**src/rtl/rbr_pkg.sv**
```systemverilog
// Shared types for the redundant-binary (MSDF) datapath: the signed-digit
// encoding and the controller's state encoding.
package rbr_pkg;

  typedef struct packed {
    logic plus;
    logic minus;
  } signed_digit;

  typedef enum logic [1:0] {
    IDLE,
    DELAY,
    CONVERT,
    DONE
  } conv_state_t;

  // {0,0} and {1,1} both decode as zero, so only the asymmetric codes matter
  function automatic logic digit_is_pos(signed_digit d);
    return d.plus & ~d.minus;
  endfunction

  function automatic logic digit_is_neg(signed_digit d);
    return d.minus & ~d.plus;
  endfunction

endpackage

```
**src/rtl/ca_reg.sv**
```systemverilog
// On-the-fly converter: turns an MSDF signed-digit stream into the
// conventional value Q and its companion QM = Q - ulp, one digit per enable.
module ca_reg
  import rbr_pkg::*;
#(
  parameter int WIDTH = 32
) (
  input  logic             clk,
  input  logic             clr_n,
  input  logic             en,
  input  signed_digit      digit,
  output logic [WIDTH-1:0] q,
  output logic [WIDTH-1:0] qm
);

  // A negative digit borrows by appending to QM; the other cases extend Q
  always_ff @(posedge clk) begin
    if (!clr_n) begin
      q  <= '0;
      qm <= '0;
    end else if (en) begin
      if (digit_is_pos(digit)) begin
        q  <= {q[WIDTH-2:0], 1'b1};
        qm <= {q[WIDTH-2:0], 1'b0};
      end else if (digit_is_neg(digit)) begin
        q  <= {qm[WIDTH-2:0], 1'b1};
        qm <= {qm[WIDTH-2:0], 1'b0};
      end else begin
        q  <= {q[WIDTH-2:0], 1'b0};
        qm <= {qm[WIDTH-2:0], 1'b1};
      end
    end
  end

endmodule

```
**src/rtl/online_conv_ctrl.sv**
```systemverilog
// Controller sequencing one online conversion: waits out the online delay,
// feeds WIDTH digits into the on-the-fly converter and holds the result.
module online_conv_ctrl
  import rbr_pkg::*;
#(
  parameter int WIDTH = 32,
  parameter int DELTA = 2
) (
  input  logic             clk,
  input  logic             rst,
  input  logic             start,
  input  logic             abort,
  input  logic             in_valid,
  input  signed_digit      in_digit,
  output logic             in_ready,
  output logic             busy,
  output logic             res_valid,
  input  logic             res_ready,
  output logic [WIDTH-1:0] res_plus,
  output logic [WIDTH-1:0] res_minus
);

  localparam int DGW = $clog2(WIDTH + 1);
  localparam int DCW = (DELTA > 1) ? $clog2(DELTA) : 1;
  localparam conv_state_t FIRST_STATE = (DELTA == 0) ? CONVERT : DELAY;

  conv_state_t    state, state_next;
  logic [DCW-1:0] dly_cnt;
  logic [DGW-1:0] dig_cnt;
  logic           accept, clear, dly_last, dig_last;

  assign dly_last = (int'(dly_cnt) >= DELTA - 1);
  assign dig_last = (dig_cnt == DGW'(WIDTH - 1));

  // abort outranks every other request; clear fires on the accepting edge
  always_comb begin
    state_next = state;
    clear      = 1'b0;
    accept     = 1'b0;
    if (abort) begin
      state_next = IDLE;
      clear      = 1'b1;
    end else begin
      case (state)
        IDLE: begin
          if (start) begin
            clear      = 1'b1;
            state_next = FIRST_STATE;
          end
        end
        DELAY: begin
          if (dly_last) state_next = CONVERT;
        end
        CONVERT: begin
          if (in_valid) begin
            accept = 1'b1;
            if (dig_last) state_next = DONE;
          end
        end
        DONE: begin
          if (res_ready) begin
            if (start) begin
              clear      = 1'b1;
              state_next = FIRST_STATE;
            end else begin
              state_next = IDLE;
            end
          end
        end
        default: state_next = IDLE;
      endcase
    end
  end

  // Counters restart from zero each time their state is (re)entered
  always_ff @(posedge clk) begin
    if (rst) begin
      state   <= IDLE;
      dly_cnt <= '0;
      dig_cnt <= '0;
    end else begin
      state <= state_next;
      if (state == DELAY && state_next == DELAY) dly_cnt <= dly_cnt + DCW'(1);
      else                                       dly_cnt <= '0;
      if (state_next != CONVERT) dig_cnt <= '0;
      else if (accept)           dig_cnt <= dig_cnt + DGW'(1);
    end
  end

  assign in_ready  = (state == CONVERT);
  assign busy      = (state != IDLE);
  assign res_valid = (state == DONE);

  ca_reg #(
    .WIDTH(WIDTH)
  ) u_ca_reg (
    .clk  (clk),
    .clr_n(~(rst | clear)),
    .en   (accept),
    .digit(in_digit),
    .q    (res_plus),
    .qm   (res_minus)
  );

endmodule

```
**config.mk**
```make
export PLATFORM = sky130hd
export DESIGN_NAME = online_conv_ctrl
export DESIGN_NICKNAME = d
export VERILOG_FILES = /design/src/rtl/rbr_pkg.sv /design/src/rtl/ca_reg.sv /design/src/rtl/online_conv_ctrl.sv
export SDC_FILE = /design/constraint.sdc
export NUM_CORES = 1
export LEC_CHECK = 0
export ABC_AREA = 1
export BUFFER_PORTS_ARGS = -buffer_cell sky130_fd_sc_hd__buf_2
export CAP_MARGIN = 40
export CELL_PAD_IN_SITES_DETAIL_PLACEMENT = 0
export CELL_PAD_IN_SITES_GLOBAL_PLACEMENT = 1
export CORE_ASPECT_RATIO = 2
export CORE_UTILIZATION = 33
export DETAILED_ROUTE_END_ITERATION = 10
export PLACE_DENSITY_LB_ADDON = 0.1
export SYNTH_ARGS = -nofsm -noshare
export SYNTH_HDL_FRONTEND = slang
export SYNTH_SLANG_ARGS = --single-unit
export TNS_END_PERCENT = 20
```
**constraint.sdc**
```tcl
create_clock -name clk -period 2.2 [get_ports clk]
set_input_delay 0.11 -clock clk [delete_from_list [all_inputs] [get_ports clk]]
set_output_delay 0.11 -clock clk [all_outputs]
set_load 0.05 [all_outputs]
```
# Word level (Yosys, flattened, before mapping)
# Cells that the tools add are included.
dict set report word_totals {
  register_bits 73
  input_bits 8
  out_inout_bits 67
  wordCells 44
}
dict set report op_classes {
  n_addsub 2
  order_cmp 1
  n_eq_ne 6
  muxes 19
  bitwise_logic 6
  n_reduce_logical 5
}
# op n
set ops {}
lappend ops {{$mux W32} 3}
lappend ops {{$mux W2} 6}
lappend ops {{$mux W1} 8}
lappend ops {{$pmux W2 S4} 1}
lappend ops {{$add A6 B1 Y6 const B} 1}
lappend ops {{$eq A6 B5 Y1 const B} 1}
lappend ops {{$eq A2 B1 Y1 const B} 2}
lappend ops {{$eq A2 B2 Y1 const B} 2}
lappend ops {{$reduce_or A2 Y1} 2}
lappend ops {{$not A1 Y1} 3}
lappend ops {{$and A1 B1 Y1} 2}
lappend ops {{$logic_not A2 Y1} 1}
lappend ops {{$ne A2 B2 Y1 const B} 1}
lappend ops {{$pmux W1 S2} 1}
lappend ops {{$reduce_bool A2 Y1} 1}
lappend ops {{$add A1 B1 Y1 const B} 1}
lappend ops {{$ge A1 B1 Y1 const B} 1}
lappend ops {{$logic_and A1 B1 Y1} 1}
lappend ops {{$or A1 B1 Y1} 1}

# Depth between registers and ports, before layout
# Gate-level depths: netlist (run 1).
dict set report depth {
  ltp_word 9
  depth_mapped 10
  ltp_nobuf 10
}

# Modules after synthesis
# From an unflattened synthesis (run 1), not the netlist that was laid out.
dict set report unflattened {
  cells_unflattened 558
  area_unflattened_um2 3694.8
}
# mod instances cells_per_inst area_each_um2 seq_area_each_um2
set by_module_without_submodules {}
lappend by_module_without_submodules {ca_reg 1 484 3115.5 1281.2}
lappend by_module_without_submodules {online_conv_ctrl 1 74 579.3 180.2}

# Worst setup path after synthesis (run 1)
# OpenSTA, ideal clock, no wires.
dict set report synth_path {
  path_kind {reg-to-reg}
  start {register state[0]}
  end {register dig_cnt[4]}
  setup_ps 117
  arrival_time_ps 1773
  t_required_ps 2083
  setup_slack_ps 309
  path_stages_with_launch 9
  path_buffers 1
  synth_period_minus_slack_ps 1891
  path_cell_list {dfxtp_1 > inv_1 > ha_1 > nand2_1 > nor2_4 > buf_4 > nand4_1 > xor2_1 > nor2_1}
}
dict set report synth_between {
  word_cells_on_any_way 15
  classes_between {4 x eq/ne; 9 x mux; 2 x reduce/logical}
}
# item line_no
set synth_rtl {}
lappend synth_rtl {{from (decl)} online_conv_ctrl.sv:27} ;# conv_state_t state, state_next;
lappend synth_rtl {{from (signal assigned)} online_conv_ctrl.sv:82} ;# state <= state_next;
lappend synth_rtl {{$eq A2 B2 Y1 (*)} -}
lappend synth_rtl {{net in_ready} online_conv_ctrl.sv:15} ;# output logic in_ready,
lappend synth_rtl {{$pmux W2 S4} online_conv_ctrl.sv:44} ;# case (state)
lappend synth_rtl {{$mux W2} online_conv_ctrl.sv:40} ;# if (abort) begin
lappend synth_rtl {{$ne A2 B2 Y1} online_conv_ctrl.sv:85} ;# if (state_next != CONVERT) dig_cnt <= '0;
lappend synth_rtl {{$reduce_or A2 Y1 (no source line)} -}
lappend synth_rtl {{to (signal assigned)} online_conv_ctrl.sv:86} ;# else if (accept) dig_cnt <= dig_cnt + DGW'(1);
lappend synth_rtl {{to (decl)} online_conv_ctrl.sv:29} ;# logic [DGW-1:0] dig_cnt;
# Mark *: on every way through the listed nets, which the timed path passes. The rest lies on a longest branch.
# A chain may end at the register's enable or synchronous reset.

# Worst setup path after layout (run 1)
dict set report layout_path {
  start {register state[0]}
  end {register u_ca_reg.q[28]}
}
dict set report layout_between {
  elab_chain_cells 4
  word_cells_on_any_way 8
  classes_between {2 x eq/ne; 4 x mux; 1 x bitwise; 1 x reduce/logical}
}
# item line_no
set layout_rtl {}
lappend layout_rtl {{$eq A2 B2 Y1 / $logic_not A2 Y1 (equally long branches)} online_conv_ctrl.sv:44}
lappend layout_rtl {{$pmux W1 S2} online_conv_ctrl.sv:44}
lappend layout_rtl {{$mux W1} online_conv_ctrl.sv:40}
lappend layout_rtl {{$or A1 B1 Y1} online_conv_ctrl.sv:98} ;# .clr_n(~(rst | clear)),
lappend layout_rtl {{to (signal assigned)} ca_reg.sv:23} ;# q <= {q[WIDTH-2:0], 1'b1};
lappend layout_rtl {{to (signal assigned)} ca_reg.sv:26} ;# q <= {qm[WIDTH-2:0], 1'b1};
lappend layout_rtl {{to (signal assigned)} ca_reg.sv:29} ;# q <= {q[WIDTH-2:0], 1'b0};
lappend layout_rtl {{to (decl)} ca_reg.sv:12} ;# output logic [WIDTH-1:0] q,
# Several ways; a longest one is shown, not always the timed one.

==> results_dict.tcl, run 1 <==
set metrics [dict create \
    routedLengthMet1_um 3810 \
    layout_common_cells "nand2_1 (145), buf_2 (74), dfxtp_1 (73)" \
    layout-drive-gt1-share_pct 18.3 \
    dieArea_sq_um 10900 \
    drtPass1Iterations 4 \
    fin_cells 704 \
    grt_usage_pct 17.3 \
    hold_viol 0 \
    dp_cells 687 \
    clockBufferDepth 2 \
    synth_cells 499 \
    critical_path_class "reg -> reg" \
    clk_pin_slew_ns 0.06 \
    grt_first_pass_wirelength_um 14800 \
    antenna_found_initial 0 \
    remaining_drc_errors 0 \
    rsz0062_at_grt "false" \
    cp-start-kind "flop" \
    worst_slew_pin_slew_ns 0.329 \
    synthDistinctLibCells 21 \
    route.met2.wl_um 4340 \
    relSlewSlack_pct 78.1 \
    fmax_ghz 0.563 \
    cts_inserted_buffers 9 \
    clk_latency_ns 0.33 \
    top_layer_used "met4" \
    grt_pass1_vias 3149 \
    avgSynthCellArea_sq_um 6.92 \
    power_w 0.00305 \
    p_leak_nw 1.77 \
    syn_nets 515 \
    synthToLayoutAreaGrowth_pct 25.0 \
    min_period_ns 1.77 \
    globalRouteOverflowTotal 0 \
    status "completed" \
    vias 3344 \
    hp-class "in -> reg" \
    required_ns 2.44 \
    crit_arrival_ns 2.02 \
    maxSlewViolCount 0 \
    dpl.hpwl_um 5850 \
    wl_met3_um 474 \
    post-route-util_pct 42.5 \
    irDropWorstVdd_mv 0.382 \
    final.setup.tns_ns 0 \
    ant_nets 0 \
    endpoint_kind "flop" \
    clkSinkCount 73 \
    drt_wl_total_um 8770 \
    setup_ws_ns 0.425 \
    drt_iter0_drc 226 \
    cts_tree "built" \
    setup_violations 0 \
    grt_max_degree 65 \
    path_max_fanout 36 \
    die_x_um 74.3 \
    routabilityCongestion 0.769 \
    synth_seq_cells 73 \
    ff2ff_setup_slack_ns 0.43 \
    fillers 1127 \
    worstHoldPathCells 4 \
    yosysWarnings 0 \
    clockRootBuffer "clkbuf_16" \
    synth_area_sq_um 3450 \
    viasPerCell 4.75 \
    n_antenna_cell 0 \
    rr_worst_depth 7 \
    fin_worst_skew_ns 0.00622 \
    cap_viol_max_count 0 \
    cts_htree_levels 3 \
    period_share_pct 80.7 \
    pwr_density_cell_nw_per_um2 706 \
    die_h_um 147 \
    dp_slack_ns 0.436 \
    num_io_pins 75 \
    io_buffers 74 \
    synth.yosys.seq_area_share_pct 42.3 \
    rows 52 \
    design.final.nets 580 \
    mostFrequentLayoutCell "nand2_1" \
    start_util_pct 34.0 \
    core_area_sq_um 10100 \
    routedWlPerCell_um 12.5 \
]
## routing by layer
layer  vias up  track usage, %
li1       1742               -
met1      1523            20.5
met2        68            29.1
met3        11            4.83
met4         0            6.42
met5         -               0
## registers in the layout, indices dropped and copies added (netlist names)
signal       cells
u_ca_reg.qm     32
state            2
u_ca_reg.q      32
dig_cnt          6
dly_cnt          1
## cell type report
| type | instances | area [sq um] | share of cell area (%) |
|---|---|---|---|
| timing repair buffer | 85 | 518 | 12.0 |
| tap | 135 | 169 | 3.91 |
| clock buffer | 10 | 229 | 5.31 |
| sequential | 73 | 1460 | 33.9 |
| multi-input combinational | 348 | 1680 | 38.9 |
| inverter | 47 | 176 | 4.09 |
| clock inverter | 6 | 82.6 | 1.91 |
## stage by stage
step,instance area [sq um],hold slack (ns)
floorplan,3450,0.194
global placement,3990,0.305
detailed placement,3990,0.305
CTS,4320,0.156
global route,4320,0.203
finish,4320,0.162
## path summary, 6_finish.rpt
kind                                                   start                      endpoint
worst max-delay path                     state[0]$_SDFF_PP0_   u_ca_reg.q[28]$_SDFFE_PP0P_
worst min-delay path                                   abort           state[0]$_SDFF_PP0_
worst max register to register           state[0]$_SDFF_PP0_   u_ca_reg.q[28]$_SDFFE_PP0P_
worst min register to register  u_ca_reg.qm[31]$_SDFFE_PP0P_  u_ca_reg.qm[31]$_SDFFE_PP0P_
## synthesized netlist by cell type, drive strengths merged
cell type / instances / share of area (%)
nand2: 146 / 16
dfxtp: 73 / 42
o21ai: 65 / 9.4
inv: 47 / 5.1
nor2: 47 / 5.3
a21oi: 32 / 4.6
a211oi: 31 / 6.7
buf: 18 / 2.7
clkbuf: 13 / 1.4
nand3: 11 / 1.7
ha: 8 / 2.9
xor2: 3 / 0.76
nand4: 2 / 0.36
a31oi: 1 / 0.18
o21bai: 1 / 0.22
xnor2: 1 / 0.25
## repair_timing
action / 4_1_cts / 5_1_grt
gates resized for setup: 0 / 0
hold buffers: 1 / 0
setup buffers: 0 / 0
hold endpoints to repair: 1 / 0
## logic make-up (layout without fill, tap and decap cells)
family	Yosys count	after routing	share of synthesized area (%)
AOI/OAI and AO/OA	130	130	21.2
DFF	73	73	42.3
xor gates and xnor gates	4	4	1.02
buffers and inverters	78	148	9.24
adders and majority gates	8	8	2.90
and+or+nand+nor	206	206	23.3
## worst max-delay path: stages, from the launching register on
cell and delay (ns):
dfxtp_1 0.34, inv_1 0.15, ha_1 0.27, nand2_1 0.12, nor2_4 0.26, buf_12 0.23
nor2_1 0.06, a211oi_1 0.23
## where the power goes
part | internal, W | switching (W)
sequential | 0.00133 | 0.00000389
combinational | 0.0000516 | 0.000124
clock | 0.000987 | 0.000555
Note: power is estimated with default switching activity, not from simulation.
==> run 2: changes to the inputs <==
Clock period 2.2 ns to 1.45 ns, I/O delays scaled along.
==> run 2 against run 1 <==
Net effect: critical path depth unchanged; core utilization is 4.7 points higher; routed wire length rose by 10%; final area up 11%; die area unchanged; sequential power up 52%; global-route usage up 0.84 points; fmax is 23% higher; worst setup slack worse by 0.42 ns; critical path type unchanged; largest power group unchanged; highest routed layer unchanged.
==> results_dict.tcl, run 2 (synthesized netlist as in run 1, its figures left out) <==
set metrics [dict create \
    drt_wl_total_um 9680 \
    worst_slew_pin_slew_ns 0.306 \
    grt_pass1_vias 3131 \
    reg_top3 "u_ca_reg.q: 32 flops, u_ca_reg.qm: 32 flops, dig_cnt: 6 flops" \
    drtPass1Iterations 4 \
    hold_viol 0 \
    holdWs_ns 0.141 \
    routabilityCongestion 0.724 \
    critical_path_class "reg -> reg" \
    antenna_found_initial 0 \
    final.setup.tns_ns 0 \
    holdCritStartpoint "abort" \
    clockRootBuffer "clkbuf_16" \
    routedWlPerCell_um 13.4 \
    ant_nets 0 \
    p_int_w 0.00352 \
    cp-start-kind "flop" \
    dieArea_sq_um 10900 \
    drt_iter0_drc 163 \
    core_area_sq_um 10100 \
    worst_hold_path.endpoint "state[0]$_SDFF_PP0_" \
    start_util_pct 34.0 \
    endpoint_kind "flop" \
    status "completed" \
    setup_violations 0 \
    num_io_pins 75 \
    switching_power_w 0.00109 \
    crit_arrival_ns 1.69 \
    irDropWorstVdd_mv 0.606 \
    die_x_um 74.3 \
    grt_usage_pct 18.2 \
    viasPerCell 4.87 \
    p_leak_nw 1.90 \
    vias 3507 \
    power_frac_seq_pct 43.8 \
    p_comb_share_pct 8.0 \
    max_stage_delay_ns 0.39 \
    remaining_drc_errors 0 \
    die_h_um 147 \
    setup_ws_ns 0.00485 \
    post-route-util_pct 47.2 \
    grt_max_degree 43 \
    cap_viol_max_count 0 \
    relSlewSlack_pct 79.5 \
    rows 52 \
    pwr_density_cell_nw_per_um2 962 \
    path_max_fanout 9 \
    r2r-start "state[1]$_SDFF_PP0_" \
    cts_tree "built" \
    n_antenna_cell 0 \
    grt_first_pass_wirelength_um 15300 \
    clkPwrFrac_pct 48.1 \
    clkSinkCount 73 \
    hp-class "in -> reg" \
    crit_slowest_cell "dfxtp_4" \
    fmax_ghz 0.692 \
    dp_slack_ns -0.0361 \
    timing.rr.end "u_ca_reg.q[28]$_SDFFE_PP0P_" \
    layout-drive-gt1-share_pct 28.5 \
    clk_pin_slew_ns 0.06 \
    period_share_pct 99.7 \
    mostFrequentLayoutCell "nand2_1" \
    clk_latency_ns 0.33 \
    required_ns 1.69 \
    layout_common_cells "nand2_1 (140), buf_2 (74), dfxtp_1 (71)" \
    cts_inserted_buffers 9 \
    min_period_ns 1.45 \
    cts_htree_levels 3 \
    fillers 1110 \
    design.final.nets 596 \
    dpl.hpwl_um 6350 \
    ff2ff_setup_slack_ns 0.005 \
    fin_worst_skew_ns 0.00565 \
    maxSlewViolCount 0 \
    clockBufferDepth 2 \
    rsz0062_at_grt "true" \
    io_buffers 74 \
    globalRouteOverflowTotal 0 \
    sw_frac_of_total_pct 23.7 \
    path_cells "inv_4 -> ha_4 -> nor2_2 -> nand2_2 -> nand3_4 -> buf_6 -> a211oi_1" \
    rr_worst_depth 7 \
    worstHoldPathCells 4 \
    synthToLayoutAreaGrowth_pct 38.7 \
]
-- run 2: worst max-delay path by stage --
stage                        start                          end  cells past startpoint
2_1_floorplan  state[0]$_SDFF_PP0_  u_ca_reg.q[14]$_SDFFE_PP0P_                      8
3_3_place_gp   state[1]$_SDFF_PP0_      dig_cnt[4]$_SDFFE_PP0P_                      8
3_5_place_dp   state[0]$_SDFF_PP0_   u_ca_reg.q[4]$_SDFFE_PP0P_                      8
4_1_cts        state[0]$_SDFF_PP0_  u_ca_reg.q[30]$_SDFFE_PP0P_                      8
5_1_grt        state[0]$_SDFF_PP0_  u_ca_reg.q[16]$_SDFFE_PP0P_                      8
6_report       state[1]$_SDFF_PP0_  u_ca_reg.q[28]$_SDFFE_PP0P_                      7
-- run 2: through the flow --
step	cell area, sq um	power (W)	instances
6_report	4790	0.00461	720
5_1_grt	4790	0.00482	720
4_1_cts	4620	0.00465	718
3_5_place_dp	4200	0.00238	697
3_3_place_gp	4200	0.00238	697
2_1_floorplan	3540	0.00228	499
-- run 2: worst max-delay path, delay by kind of cell (launching register included) --
| kind | cells | cell delay [ns] |
|---|---|---|
| flops | 1 | 0.39 |
| buf+inv | 2 | 0.25 |
| compound gates | 1 | 0.17 |
| simple gates | 3 | 0.28 |
| fa+ha+maj | 1 | 0.25 |
-- run 2: metal layers --
| metal | GRT usage, % | routed length (um) |
|---|---|---|
| met2 | 31.2 | 5110 |
| met1 | 21.2 | 4000 |
| met4 | 7.08 | 112 |
| met3 | 4.21 | 449 |
| met5 | 0 | 0 |
-- run 2: power by group through the flow --
| stage | Clock (W) | Sequential (W) | Combinational (W) |
|---|---|---|---|
| 6_report | 0.00222 | 0.00202 | 0.000370 |
| 5_1_grt | 0.00239 | 0.00202 | 0.000409 |
| 4_1_cts | 0.00229 | 0.00202 | 0.000334 |
| 3_5_place_dp | 0 | 0.00206 | 0.000318 |
| 3_3_place_gp | 0 | 0.00206 | 0.000318 |
| 2_1_floorplan | 0 | 0.00207 | 0.000205 |
-- run 2: layout make-up --
| class | count | area, sq um | area share, % |
|---|---|---|---|
| clock buffer | 11 | 243 | 5.07 |
| multi-input combinational | 349 | 1900 | 39.7 |
| inverter | 47 | 188 | 3.92 |
| tap | 135 | 169 | 3.53 |
| clock inverter | 5 | 55.1 | 1.15 |
| sequential | 73 | 1470 | 30.7 |
| timing repair buffer | 100 | 763 | 15.9 |
-- run 2: what timing repair did --
action / CTS / global route
pin swaps: 0 / 1
hold buffers: 1 / 0
gates resized for setup: 14 / 33
endpoints found under the setup margin: 34 / 60
gates cloned: 1 / 2
buffers inserted: 3 / 0
hold endpoints to repair: 1 / 0
==> run 3: changes to the inputs <==
Clock period 1.45 ns to 1.5 ns, I/O delays scaled along.
==> run 3 against run 2 <==
Net effect: global-route usage fell by 0.52 points; largest cell class unchanged; non-clock buffer count fell by 1; worst hold slack worse by 0.0074 ns; power down 4.0%.
==> results_dict.tcl, run 3 (synthesized netlist as in run 1, its figures left out) <==
set metrics [dict create \
    max_stage_delay_ns 0.38 \
    crit_arrival_ns 1.70 \
    drt_wl_total_um 9750 \
    path_cells "inv_2 -> ha_2 -> nor2_1 -> nand2_2 -> nand3_4 -> buf_12 -> a211oi_2" \
    globalRouteOverflowTotal 0 \
    irDropWorstVdd_mv 0.600 \
    period_share_pct 96.4 \
    drt_iter0_drc 126 \
    p_leak_nw 1.89 \
    start_util_pct 34.0 \
    cpLargestDelayFamily "flip-flops" \
    fin_worst_skew_ns 0.00567 \
    multi_input_area_sq_um 1780 \
    drtPass1Iterations 4 \
    remaining_drc_errors 0 \
    vias 3428 \
    cts_tree "built" \
    synthToLayoutAreaGrowth_pct 35.4 \
    required_ns 1.75 \
    switching_power_w 0.00105 \
    worst_slew_pin_slew_ns 0.319 \
    grt_usage_pct 17.7 \
    p_int_w 0.00338 \
    clkSinkCount 73 \
    grt_pass1_vias 3028 \
    crit_buf_inv 2 \
    clk_pin_slew_ns 0.06 \
    routedWlPerCell_um 13.6 \
    hp-class "in -> reg" \
    num_io_pins 75 \
    cts_inserted_buffers 9 \
    fin_cells 718 \
    maxSlewViolCount 0 \
    fillers 1093 \
    fmax_ghz 0.692 \
    pwr_density_cell_nw_per_um2 946 \
    core_area_sq_um 10100 \
    layout_common_cells "nand2_1 (141), buf_2 (74), dfxtp_1 (71)" \
    dieArea_sq_um 10900 \
    endpoint_kind "flop" \
    cts_htree_levels 3 \
    clkPwrFrac_pct 48.6 \
    n_antenna_cell 0 \
    clockBufferDepth 2 \
    antenna_found_initial 0 \
    clk_latency_ns 0.33 \
    crit_slowest_cell "dfxtp_4" \
    routabilityCongestion 0.743 \
    reg_top3 "u_ca_reg.q: 32 flops, u_ca_reg.qm: 32 flops, dig_cnt: 6 flops" \
    cap_viol_max_count 0 \
    io_buffers 74 \
    viasPerCell 4.77 \
    p_comb_share_pct 7.3 \
    setup_violations 0 \
    register_area_sq_um 1470 \
    relSlewSlack_pct 78.7 \
    grt_first_pass_wirelength_um 14800 \
    rsz0062_at_grt "true" \
    design.final.nets 594 \
    layout-drive-gt1-share_pct 24.7 \
    min_period_ns 1.45 \
    dpl.hpwl_um 5990 \
    hold_viol 0 \
    path_max_fanout 34 \
    status "completed" \
    mostFrequentLayoutCell "nand2_1" \
    post-route-util_pct 46.0 \
    cp-start-kind "flop" \
    clockRootBuffer "clkbuf_16" \
    ant_nets 0 \
    critical_path_class "reg -> reg" \
    rows 52 \
    sw_frac_of_total_pct 23.6 \
    dp_cells 691 \
    die_h_um 147 \
    die_x_um 74.3 \
    holdWs_ns 0.133 \
    power_frac_seq_pct 44.1 \
    grt_max_degree 63 \
]
==> run 3: cell types whose count changed in the layout (fill, tap and decap cells not counted), moves of 2 or more <==
cell	previous run	this run
a211oi_1	8	20
a211oi_2	23	11
a21oi_1	27	32
a21oi_2	5	0
buf_12	12	8
clkbuf_16	10	13
clkinv_2	2	4
nand3_2	3	1
nor2_1	42	45
nor2_2	3	1
==> run 3: worst min-delay path: stages <==
cell and delay (ns):
buf_2 0.12, a31oi_1 0.08, nand3_1 0.11, inv_1 0.04
==> run 3: worst paths after layout <==
path	from	to	slack [ns]	cells after the start
setup reg to reg	state[1]$_SDFF_PP0_	u_ca_reg.q[26]$_SDFFE_PP0P_	0.05	7
hold / removal	abort	state[0]$_SDFF_PP0_	0.13	4
setup / recovery	state[1]$_SDFF_PP0_	u_ca_reg.q[26]$_SDFFE_PP0P_	0.05	7
hold reg to reg	u_ca_reg.qm[31]$_SDFFE_PP0P_	u_ca_reg.qm[31]$_SDFFE_PP0P_	0.47	2
==> run 3: timing repair <==
action                                  in CTS  in global routing
setup buffers                                1                  4
hold buffers                                 1                  0
endpoints found under the setup margin       7                 50
endpoints found under the hold margin        1                  0
pin swaps                                    1                  6
cloned                                       1                  4
gates resized for setup                      2                 24
==> run 3: metal layers <==
layer | GRT usage [%] | part of all wire, % | vias up
met2 | 28.9 | 50 | 86
li1 | - | - | 1775
met3 | 4.42 | 4.2 | 8
met1 | 22.0 | 44 | 1559
met5 | 0 | 0 | -
met4 | 6.23 | 1.3 | 0
==> run 3: layout make-up <==
| class | instances | share of cell area [%] |
|---|---|---|
| sequential | 73 | 31.4 |
| inverter | 47 | 3.96 |
| timing repair buffer | 99 | 16.6 |
| clock buffer | 10 | 5.11 |
| tap | 135 | 3.61 |
| multi-input combinational | 348 | 38.1 |
| clock inverter | 6 | 1.23 |
==> run 3: power by group through the flow <==
stage,combinational [W],sequential (W),clock [W]
floorplan,0.000195,0.00200,0
global placement,0.000293,0.00199,0
detailed placement,0.000291,0.00199,0
CTS,0.000299,0.00195,0.00221
global route,0.000353,0.00195,0.00230
finish,0.000324,0.00195,0.00215
==> run 3: metrics by stage <==
| step | instance area (sq um) | power (W) | setup slack, ns | setup TNS (ns) |
|---|---|---|---|---|
| floorplan | 3520 | 0.00220 | 0.00886 | 0 |
| global placement | 4090 | 0.00229 | 0.0143 | 0 |
| detailed placement | 4090 | 0.00228 | -0.0123 | -0.0123 |
| CTS | 4450 | 0.00446 | -0.0127 | -0.0439 |
| global route | 4670 | 0.00460 | -0.0344 | -0.236 |
| finish | 4670 | 0.00442 | 0.0546 | 0 |
